===== src/rtl/rice_core_lsu.sv =====
// rice_core_lsu: in-order load/store unit with one held memory request and a response-tracking FIFO.
// Defining RICE_CORE_LSU_MISALIGN_TRAP_EN traps misaligned accesses; otherwise their offsets are truncated.
module rice_core_lsu #(
    parameter int XLEN = 32,
    parameter int MAX_OUTSTANDING = 2
) (
    input  logic                i_clk,
    input  logic                i_rst,
    input  logic                i_valid,
    output logic                o_ready,
    input  logic [1:0]          i_access_type,
    input  logic [2:0]          i_access_mode,
    input  logic [XLEN-1:0]     i_address,
    input  logic [XLEN-1:0]     i_store_data,
    input  logic [4:0]          i_rd,
    output logic                o_mem_request_valid,
    input  logic                i_mem_request_ready,
    output logic                o_mem_write,
    output logic [XLEN-1:0]     o_mem_address,
    output logic [XLEN/8-1:0]   o_mem_strobe,
    output logic [XLEN-1:0]     o_mem_write_data,
    input  logic                i_mem_response_valid,
    input  logic [XLEN-1:0]     i_mem_read_data,
    output logic                o_wb_valid,
    output logic [4:0]          o_wb_rd,
    output logic [XLEN-1:0]     o_wb_data,
    output logic                o_misaligned
);
    localparam int NB = XLEN / 8;
    localparam int OW = $clog2(NB);

    typedef struct packed {
        logic          write;
        logic [2:0]    mode;
        logic [OW-1:0] off;
        logic [4:0]    rd;
    } entry_t;

    logic [2:0]      mode;
    logic [1:0]      size;
    logic [OW-1:0]   lo;
    logic [NB-1:0]   bmask;
    logic [OW-1:0]   off;
    logic            is_mem;
    logic            accept;
    logic            push;
    logic            pop;
    logic            mis;
    logic            req_valid;
    logic            req_write;
    logic [XLEN-1:0] req_addr;
    logic [XLEN-1:0] req_wdata;
    logic [NB-1:0]   req_strobe;
    entry_t          fifo [4];
    logic [1:0]      wptr;
    logic [1:0]      rptr;
    logic [2:0]      cnt;
    entry_t          head;
    logic [1:0]      hsize;
    logic [6:0]      sh;
    logic [XLEN-1:0] s;
    logic [XLEN-1:0] t;
    logic signed [XLEN-1:0] ts;
    logic            sgn;
    logic [XLEN-1:0] ext;
    logic            wb_valid;
    logic [4:0]      wb_rd;
    logic [XLEN-1:0] wb_data;

    function automatic logic [1:0] nxt(input logic [1:0] p);
        return (p == 2'(MAX_OUTSTANDING - 1)) ? 2'd0 : p + 2'd1;
    endfunction

    // On a 32-bit core D and WU collapse to a plain signed word.
    always_comb begin
        mode = (XLEN == 32 && (i_access_mode[1:0] == 2'b11 || i_access_mode == 3'b110)) ? 3'b010 : i_access_mode;
        size = mode[1:0];
        lo = OW'((4'd1 << size) - 4'd1);
        bmask = NB'((16'd1 << (5'd1 << size)) - 16'd1);
        off = i_address[OW-1:0] & ~lo;
    end

`ifdef RICE_CORE_LSU_MISALIGN_TRAP_EN
    assign mis = |(i_address[OW-1:0] & lo);
`else
    assign mis = 1'b0;
`endif

    assign o_ready = (cnt < 3'(MAX_OUTSTANDING)) && (!req_valid || i_mem_request_ready);
    assign is_mem = (i_access_type == 2'd1) || (i_access_type == 2'd2);
    assign accept = i_valid && o_ready;
    assign push = accept && is_mem && !mis;
    assign pop = i_mem_response_valid && (cnt != 3'd0);

    always_comb begin
        head = fifo[rptr];
        hsize = head.mode[1:0];
        sh = 7'(XLEN) - (7'd8 << hsize);
        s = i_mem_read_data >> {head.off, 3'b000};
        t = s << sh;
        ts = $signed(t) >>> sh;
        sgn = !head.mode[2] && (hsize != 2'b11);
        ext = sgn ? ts : t >> sh;
    end

    always_ff @(posedge i_clk) begin
        if (i_rst) begin
            req_valid <= 1'b0;
            wptr <= 2'd0;
            rptr <= 2'd0;
            cnt <= 3'd0;
            wb_valid <= 1'b0;
        end else begin
            if (push)
                req_valid <= 1'b1;
            else if (i_mem_request_ready)
                req_valid <= 1'b0;
            if (push)
                wptr <= nxt(wptr);
            if (pop)
                rptr <= nxt(rptr);
            cnt <= cnt + {2'b00, push} - {2'b00, pop};
            wb_valid <= pop && !head.write;
        end
    end

    always_ff @(posedge i_clk) begin
        if (push) begin
            req_write <= (i_access_type == 2'd1);
            req_addr <= {i_address[XLEN-1:OW], OW'(0)};
            req_strobe <= bmask << off;
            req_wdata <= i_store_data << {off, 3'b000};
            fifo[wptr] <= '{write: (i_access_type == 2'd1), mode: mode, off: off, rd: i_rd};
        end
        if (pop && !head.write) begin
            wb_rd <= head.rd;
            wb_data <= ext;
        end
    end

`ifdef RICE_CORE_LSU_MISALIGN_TRAP_EN
    logic mis_q;
    always_ff @(posedge i_clk) begin
        if (i_rst)
            mis_q <= 1'b0;
        else
            mis_q <= accept && is_mem && mis;
    end
    assign o_misaligned = mis_q;
`else
    assign o_misaligned = 1'b0;
`endif

    assign o_mem_request_valid = req_valid;
    assign o_mem_write = req_write;
    assign o_mem_address = req_addr;
    assign o_mem_strobe = req_strobe;
    assign o_mem_write_data = req_wdata;
    assign o_wb_valid = wb_valid;
    assign o_wb_rd = wb_rd;
    assign o_wb_data = wb_data;
endmodule


===== config.mk =====
export PLATFORM = sky130hd
export DESIGN_NAME = rice_core_lsu
export DESIGN_NICKNAME = d
export VERILOG_FILES = /design/src/rtl/rice_core_lsu.sv
export SDC_FILE = /design/constraint.sdc
export NUM_CORES = 1
export LEC_CHECK = 0
export CAP_MARGIN = 20
export CORE_ASPECT_RATIO = 1.2
export CORE_UTILIZATION = 51
export CTS_BUF_LIST = sky130_fd_sc_hd__clkbuf_4 sky130_fd_sc_hd__clkbuf_8
export CTS_CLUSTER_DIAMETER = 30
export CTS_CLUSTER_SIZE = 40
export DETAILED_ROUTE_END_ITERATION = 10
export PLACE_DENSITY_LB_ADDON = 0.12
export SKIP_CTS_REPAIR_TIMING = 1
export SLEW_MARGIN = 20
export SYNTH_ARGS = -nofsm -noshare
export SYNTH_HDL_FRONTEND = slang
export SYNTH_SLANG_ARGS = --single-unit
export TNS_END_PERCENT = 100

===== constraint.sdc =====
create_clock -name i_clk -period 7.6 [get_ports i_clk]
set_input_delay 1.52 -clock i_clk [delete_from_list [all_inputs] [get_ports i_clk]]
set_output_delay 1.52 -clock i_clk [all_outputs]
set_load 0.01 [all_outputs]

Word-level counts from Yosys, hierarchy flattened. Memory sizes are Yosys's and may differ from the RTL's. A register that Yosys moved wholly into a read port is not among the register bits. Index checks and enable logic that the tools add are counted.

Bits in registers: 113. Memory bits (writable): 44. Output and inout port bits: 110. Logic and storage cells: 63. Memories: 1.

Memories: fifo (depth 4, bits a word 11, rd ports 1, clocked after memory_dff 1, write ports 1, RTL line 54) `entry_t fifo [4];`.

$add $sub $neg: 7. Order comparisons: 1. Equal/unequal tests: 7. Shift-type cells: 10. Mux-type cells: 10. Bitwise logic cells: 2. Reductions and logical operators: 14.

Operators with widths (number): two-way mux 32 bit (1); left shift 32 x 5 -> 32 bit (1); left shift 32 x 7 -> 32 bit (1); >> shifter 32 x 5 -> 32 bit (1); >> shifter 32 x 7 -> 32 bit (1); >>> shifter 32 x 7 -> 32 bit (1); two-way mux 2 bit (4); left shift 4 x 2 -> 7 bit, first input constant (1); subtractor 6 x 7 -> 7 bit, first input constant (1); equality test 2 x 1 -> 1 bit, second input constant (3); logical AND 1 bit (6); left shift 1 x 2 -> 5 bit, first input constant (1); left shift 1 x 5 -> 4 bit, first input constant (1); adder 2 x 1 -> 2 bit, second input constant (2); equality test 2 bit, second input constant (2); two-way mux 1 bit (4); left shift 4 x 2 -> 4 bit (1); subtractor 4 x 1 -> 4 bit, second input constant (1); adder 3 x 1 -> 3 bit (1); equality test 3 bit, second input constant (1); logical NOT 1 bit (3); logical OR 1 bit (3); less-than comparator 3 x 2 -> 1 bit, second input constant (1); two-way mux 3 bit (1); 8 further kinds (8).

Longest topological paths before layout. Gate-level depths: netlist (run 1).

Depth in word-level cells: 8. Mapped depth: 10. Mapped depth without buffers: 10.

Least setup slack after synthesis (run 1). Ideal clock, no wire load.

Kind: input to register. Start: input i_access_type[1]. End: memory fifo[1][0] in the netlist's numbering, enable pin. Library setup time: 0.378 ns. Data arrival time: 4.119 ns. Data required time: 7.222 ns. Path slack: 3.102 ns. Cell stages on the path: 6. Buffers on the path: 0. Path through: inv_1 > ha_1 > nand3b_1 > inv_1 > nand2_1 > nor2_1.

Word-level cells in the longest chain between the ends: 5. Elaborated cells between the ends (all ways): 6. Those cells by class: 2 x eq/ne; 2 x mux; 2 x reduce/logical.

RTL lines: start, declared (RTL line 11) `input logic [1:0] i_access_type,`; equality test 2 x 1 -> 1 bit / equality test 2 bit (equally long branches) (RTL line 90) `assign is_mem = (i_access_type == 2'd1) || (i_access_type == 2'd2);`; logical OR 1 bit (*) (RTL line 90); logical AND 1 bit (*) (RTL line 92) `assign push = accept && is_mem && !mis;`; named net push (RTL line 46) `logic push;`; two-way mux 1 bit (*) (RTL line 128) `if (push) begin`; two-way mux 1 bit (implied by the code) (*) (RTL line 133) `fifo[wptr] <= '{write: (i_access_type == 2'd1), mode: mode, off: off, rd: i_rd};`; end, declared (RTL line 54).

The timed path passes the listed nets; every way through them passes the cells marked *.

Final worst setup path (run 1).
Start: input i_access_mode[1]. End: register req_wdata[23] (netlist: o_mem_write_data[23]) (data pin).

Word-level cells in the longest chain between the ends: 8. Elaborated cells between the ends (all ways): 9. Those cells by class: 1 x add/sub; 2 x eq/ne; 2 x shift; 1 x mux; 2 x bitwise; 1 x reduce/logical.

RTL lines: start, declared (RTL line 12) `input logic [2:0] i_access_mode,`; equality test 3 bit / equality test 2 bit (equally long branches) (RTL line 76) `mode = (XLEN == 32 && (i_access_mode[1:0] == 2'b11 || i_access_mode == 3'b110)) ? 3'b010 : i_access_mode;`; logical OR 1 bit (RTL line 76); two-way mux 3 bit (*) (RTL line 76); left shift 1 x 2 -> 2 bit (*) (RTL line 78) `lo = OW'((4'd1 << size) - 4'd1);`; subtractor 2 x 1 -> 2 bit (*) (RTL line 78); inverter 2 bit (*) (RTL line 80) `off = i_address[OW-1:0] & ~lo;`; bitwise AND 2 bit (*) (RTL line 80); left shift 32 x 5 -> 32 bit (*) (RTL line 132) `req_wdata <= i_store_data << {off, 3'b000};`; end signal, assigned (RTL line 132); end, declared (RTL line 52) `logic [XLEN-1:0] req_wdata;`.

Mark *: on every way between the ends. The rest lies on a longest branch, timed or not. A chain may end at the register's enable or synchronous reset.

==> qor.csv, run 1 <==
stage,metric,value,unit
sta,fmax,225,MHz
die,core,0.0127,mm2
power,p_sw_frac,0.281,
sta,tightest_slew,1.05,ns
clock_network,clockBufferDepth,2,
die,fp.dieW,106,um
final_layout,area_delta_synth_final,41.0,%
synth,synth_cell_types,43,
power,cellLeakagePower,3.34,nW
sta,fin_tns_setup,0,ns
placement,gp_congestion,0.842,
route,vias,4570,
worst_setup_path,crit_chain,"clkdlybuf4s50_1, nand2b_1, clkinv_1, nor2_1, nand2_1, o21ai_0",
placement,hpwlAfterDp,11.2,mm
placement,numPortBuffers,217,
power,pwr-share-clk,0.270,
placement,placed_area,0.00890,mm2
clock_network,clk_pin_slew_worst_paths,0.09,ns
die,start_util,0.524,
sta,rsz0062_at_grt,false,
synth,postSynthCellCount,448,
power,p_switching,0.000713,W
clock_network,cts_tree,yes,
worst_setup_path,endpoint_kind,register,
global_routing,grt_max_degree,71,
synth,synth_ff_type,edfxtp_1,
placement,dp.cells,805,
route,via_per_inst,5.45,
synth,synth-seq-cells,159,
global_routing,grt_use_total,0.240,
clock_network,cts.htree.levels,4,
worst_setup_path,crit_path_start_kind,primary input,
final_layout,diodes,0,
sta,min_period,4.44,ns
synth,yosys_warnings,0,
final_layout,layout-drive-gt1-share,0.0801,
final_layout,final_common_cell,clkdlybuf4s50_1,
sta,setup_slack,3.16,ns
global_routing,antenna_found_initial,0,
sta,slew_violations,0,
sta,setup_violations,0,
worst_setup_path,cp_slowest_cell,clkinv_1,
sta,fin_worst_skew,0.0167,ns
power,seqPwrFrac,0.460,
sta,post-route-period-util,0.585,
worst_setup_path,cpPeakStageDelay,0.84,ns
synth,synth_edf_count,148,
clock_network,clock_latency,0.44,ns
power,p_int,0.00183,W
worst_setup_path,required,7.86,ns
synth,avgSynthCellArea,14.8,um2
global_routing,overflow,0,
final_layout,fin_area,0.00936,mm2
power,power_density,271,mW/mm2
route,routed_wl,15.7,mm
worst_setup_path,worst_ep_arrival_time,4.71,ns
worst_setup_path,critPathBufInv,2,
route,drc,0,
synth,yosysSeqAreaShare,0.703,
clock_network,clockRootBuffer,clkbuf_8,
final_layout,fin_cells,838,
final_layout,final_cell_mix,"clkdlybuf4s50_1, edfxtp_1, nand2_1",
worst_setup_path,critPathTopFamily,simple AND/OR/NAND/NOR gates,
power,pwr-share-comb,0.270,
global_routing,grt_pass1_wl,23.9,mm
worst_setup_path,crit_fanout,25,
hold_path,worstHoldPathType,register to register,
route,drtIter0Drc,292,
route,dr.pass1.iters,5,
final_layout,nets,777,
worst_setup_path,crit_type,primary input to register,
die,core.rowCount,45,
die,die-area,0.0135,mm2
sta,hold_violations,0,
die,io_pins,221,
sta,slew_headroom,0.299,
final_layout,final_core_utilization,0.739,
power,ir_worst_vdd,0.153,mV
placement,place_ws,2.74,ns
outcome,status,completed,
global_routing,grt_pass1_vias,4600,
synth,async_flop_share,0,
clock_network,clock_sinks,159,
synth,syn_area,0.00664,mm2
die,die_y,127,um
route,antenna_left,0,
route,wire_per_inst,18.7,um
clock_network,cts-buffers-inserted,17,
job,drv_cap,0,
==> layout make-up <==
type	instances	area, um2
timing repair buffer	220	2210
tap	164	205
clock buffer	17	234
multi-input combinational	252	1800
inverter	11	41.3
clock inverter	15	206
fill	845	3310
sequential	159	4660
==> worst min-delay path, cell delays in order, from the launching register on <==
cell and delay (ns):
dfxtp_1 0.31, nand2b_1 0.07, a21oi_1 0.06
==> synth_stat cells, types with 3 or more instances <==
library cell  number  area (um2)
a311o_1            8        80.1
buf_4              5        37.5
buf_6              3        33.8
dfxtp_1           11         220
inv_1              9        33.8
edfxtp_1         148        4440
nor2b_1           14        87.6
clkbuf_1          13        48.8
a211oi_1          14         105
buf_1              3        11.3
or3_1              8        50.1
mux2i_1           27         270
mux4_2            10         225
o21ai_0           17        85.1
buf_2              4        20.0
a21oi_1           18        90.1
nand2b_1           4        25.0
nor2_1            22        82.6
and3_1            17         106
o2bb2ai_1          8        70.1
nand2_1           52         195
xnor2_1            3        26.3
ha_1               4        50.1
==> state kept, by name, indices dropped and copies added (netlist names), 2 cells and up, named ones only <==
name	flops
fifo	44
o_mem_write_data	32
o_wb_data	32
o_mem_address	30
o_wb_rd	5
o_mem_strobe	4
cnt	3
rptr	2
wptr	2
==> power by group through the flow <==
stage	Clock [W]	Sequential, W	Combinational [W]
after floorplan	0	0.00122	0.000348
after global placement	0	0.00118	0.000664
after detailed placement	0	0.00119	0.000678
after CTS	0.000700	0.00117	0.000685
after global routing	0.000735	0.00118	0.000740
final	0.000686	0.00117	0.000686
==> logic make-up after synthesis <==
kind of cell,after synthesis,share of synthesized area
multiplexers,40,0.0820
AND/OR/NAND/NOR,129,0.0960
other,1,0.000565
AO/OA/AOI/OAI,71,0.0735
XOR/XNOR,4,0.00528
buffers and inverters,39,0.0290
flip-flops,159,0.703
adder cells (fa/ha/maj),5,0.0106
==> layer usage <==
layer,global-route usage,part of all wire
met5,0,0
met4,0.0801,0.020
met3,0.0797,0.077
met2,0.419,0.53
met1,0.276,0.37
==> metrics by stage <==
stage	hold slack, ns	total power, W
floorplan	0.422	0.00157
global placement	0.435	0.00185
detailed placement	0.450	0.00187
CTS	0.467	0.00256
global route	0.495	0.00265
finish	0.474	0.00254
==> worst paths after layout <==
| kind | from | endpoint | slack (ns) | cells past startpoint |
|---|---|---|---|---|
| min reg2reg | rptr[1] | register | 0.47 | 2 |
| max | i_access_mode[1] | o_mem_write_data[23] | 3.16 | 6 |
| max reg2reg | register | o_wb_data[24] | 4.24 | 5 |
| min | rptr[1] | register | 0.47 | 2 |
(Power assumes the default switching activity.)
==> run 2, diff against run 1 <==
--- a/config.mk
+++ b/config.mk
@@ -7,7 +7,7 @@
 export LEC_CHECK = 0
 export CAP_MARGIN = 20
 export CORE_ASPECT_RATIO = 1.2
-export CORE_UTILIZATION = 51
+export CORE_UTILIZATION = 43
 export CTS_BUF_LIST = sky130_fd_sc_hd__clkbuf_4 sky130_fd_sc_hd__clkbuf_8
 export CTS_CLUSTER_DIAMETER = 30
 export CTS_CLUSTER_SIZE = 40
==> constraint.sdc (replaced) <==
create_clock -name i_clk -period 4 [get_ports i_clk]
set_input_delay 0.8 -clock i_clk [delete_from_list [all_inputs] [get_ports i_clk]]
set_output_delay 0.8 -clock i_clk [all_outputs]
set_load 0.01 [all_outputs]
==> qor.csv, run 2 (synthesis gave the netlist of run 1 again) <==
stage,metric,value,unit,change
hold_path,worstHoldPathType,register to register,,unchanged
worst_setup_path,crit_fanout,29,,was 25
final_layout,nets,785,,was 777
sta,slew_violations,0,,unchanged
sta,hold_violations,0,,unchanged
worst_setup_path,crit_type,register to register,,was primary input to register
global_routing,antenna_found_initial,0,,unchanged
final_layout,area_delta_synth_final,42.2,%,was 41.0%
clock_network,clockRootBuffer,clkbuf_8,,unchanged
route,routed_wl,16.0,mm,was 15.7 mm
worst_setup_path,worst_ep_arrival_time,3.20,ns,was 4.71 ns
power,cellLeakagePower,3.36,nW,was 3.34 nW
placement,place_ws,0.789,ns,was 2.74 ns
die,io_pins,221,,unchanged
worst_setup_path,crit_path_start_kind,register,,was primary input
route,via_per_inst,5.11,,was 5.45
clock_network,clk_pin_slew_worst_paths,0.09,ns,about the same
sta,rsz0062_at_grt,false,,unchanged
clock_network,clock_latency,0.44,ns,about the same
sta,setup_slack,1.10,ns,was 3.16 ns
power,power_density,507,mW/mm2,was 271 mW/mm2
sta,fmax,344,MHz,
die,fp.dieW,115,um,was 106 um
sta,slew_headroom,0.377,,was 0.299
final_layout,fin_area,0.00944,mm2,was 0.00936 mm2
sta,fin_tns_setup,0,ns,unchanged
global_routing,overflow,0,,unchanged
clock_network,cts.htree.levels,4,,unchanged
sta,tightest_slew,0.930,ns,was 1.05 ns
job,drv_cap,0,,unchanged
placement,hpwlAfterDp,11.5,mm,was 11.2 mm
clock_network,cts_tree,yes,,unchanged
die,core,0.0150,mm2,was 0.0127 mm2
global_routing,grt_pass1_vias,4531,,was 4600
worst_setup_path,required,4.29,ns,was 7.86 ns
outcome,status,completed,,unchanged
placement,numPortBuffers,217,,unchanged
power,finalPower,0.00479,W,was 0.00254 W
route,drc,0,,unchanged
final_layout,regMostFlops,fifo,,unchanged
route,vias,4526,,was 4570
placement,gp_congestion,0.785,,was 0.842
sta,min_period,2.90,ns,
route,antenna_left,0,,unchanged
clock_network,clock_sinks,159,,unchanged
die,start_util,0.442,,was 0.524
final_layout,largest_reg_flops,44,,unchanged
global_routing,grt_max_degree,38,,was 71
sta,fin_worst_skew,0.0102,ns,was 0.0167 ns
clock_network,cts-buffers-inserted,17,,unchanged
die,die_y,138,um,was 127 um
power,ir_worst_vdd,0.242,mV,was 0.153 mV
placement,placed_area,0.00901,mm2,was 0.00890 mm2
final_layout,final_cell_mix,"clkdlybuf4s50_1, edfxtp_1, nand2_1",,unchanged
route,wire_per_inst,18.0,um,was 18.7 um
final_layout,diodes,0,,unchanged
clock_network,clockBufferDepth,2,,unchanged
die,core.rowCount,49,,was 45
final_layout,layout-drive-gt1-share,0.0909,,was 0.0801
final_layout,final_common_cell,clkdlybuf4s50_1,,unchanged
die,die-area,0.0159,mm2,was 0.0135 mm2
global_routing,grt_use_total,0.208,,was 0.240
route,drtIter0Drc,243,,was 292
route,dr.pass1.iters,4,,was 5
global_routing,grt_pass1_wl,24.7,mm,was 23.9 mm
sta,post-route-period-util,0.726,,
worst_setup_path,endpoint_kind,register,,unchanged
sta,setup_violations,0,,unchanged
[run 2: changes by cell type in the layout (fill, tap and decap cells not counted), moves of 2 or more]
cell / change
buf_4: +9
clkinv_2: -2
clkinvlp_4: +3
clkbuf_4: +2
[run 2: area by class of cell]
cell class | count | area, um2
clock buffer | 19 | 249
fill | 1176 | 5580
tap | 204 | 255
inverter | 11 | 41.3
timing repair buffer | 228 | 2250
multi-input combinational | 252 | 1790
sequential | 159 | 4660
clock inverter | 13 | 179
[run 2: stage by stage]
| step | std cells | hold WS (ns) | util |
|---|---|---|---|
| 2_1_floorplan | 450 | 0.422 | - |
| 3_3_place_gp | 854 | 0.440 | 0.600 |
| 3_5_place_dp | 854 | 0.460 | 0.600 |
| 4_1_cts | 886 | 0.474 | 0.628 |
| 5_1_grt | 886 | 0.483 | 0.628 |
| 6_report | 886 | 0.470 | 0.628 |
[run 2: final timing paths]
kind,cells after the start,slack (ns),end,from
hold reg to reg,2,0.47,register,rptr[1]
hold / removal,2,0.47,register,rptr[1]
setup reg to reg,6,1.10,o_wb_data[24],register
setup / recovery,6,1.10,o_wb_data[24],register
[run 2: where the power goes]
| group | switching [W] | leakage [nW] | total, W | internal (W) |
|---|---|---|---|---|
| clock | 0.000616 | 0.209 | 0.00126 | 0.000648 |
| combinational | 0.000682 | 1.71 | 0.00134 | 0.000656 |
| sequential | 0.0000645 | 1.44 | 0.00219 | 0.00212 |
| total | 0.00136 | 3.36 | 0.00479 | 0.00343 |
[run 2: worst max-delay path: stages (launching register included)]
cell and delay, ns:
dfxtp_1 0.36, buf_4 0.26, mux4_2 0.83, nor2_1 0.25, a22oi_2 0.10, nor3_2 0.72
a311o_1 0.22
[run 2: routing by layer]
layer / vias to the layer above / global-route usage / wire length (um)
met4: 0 / 0.0759 / 277
met2: 192 / 0.342 / 7920
met5: - / 0 / 0
li1: 2133 / - / -
met1: 2181 / 0.250 / 6420
met3: 20 / 0.0732 / 1330
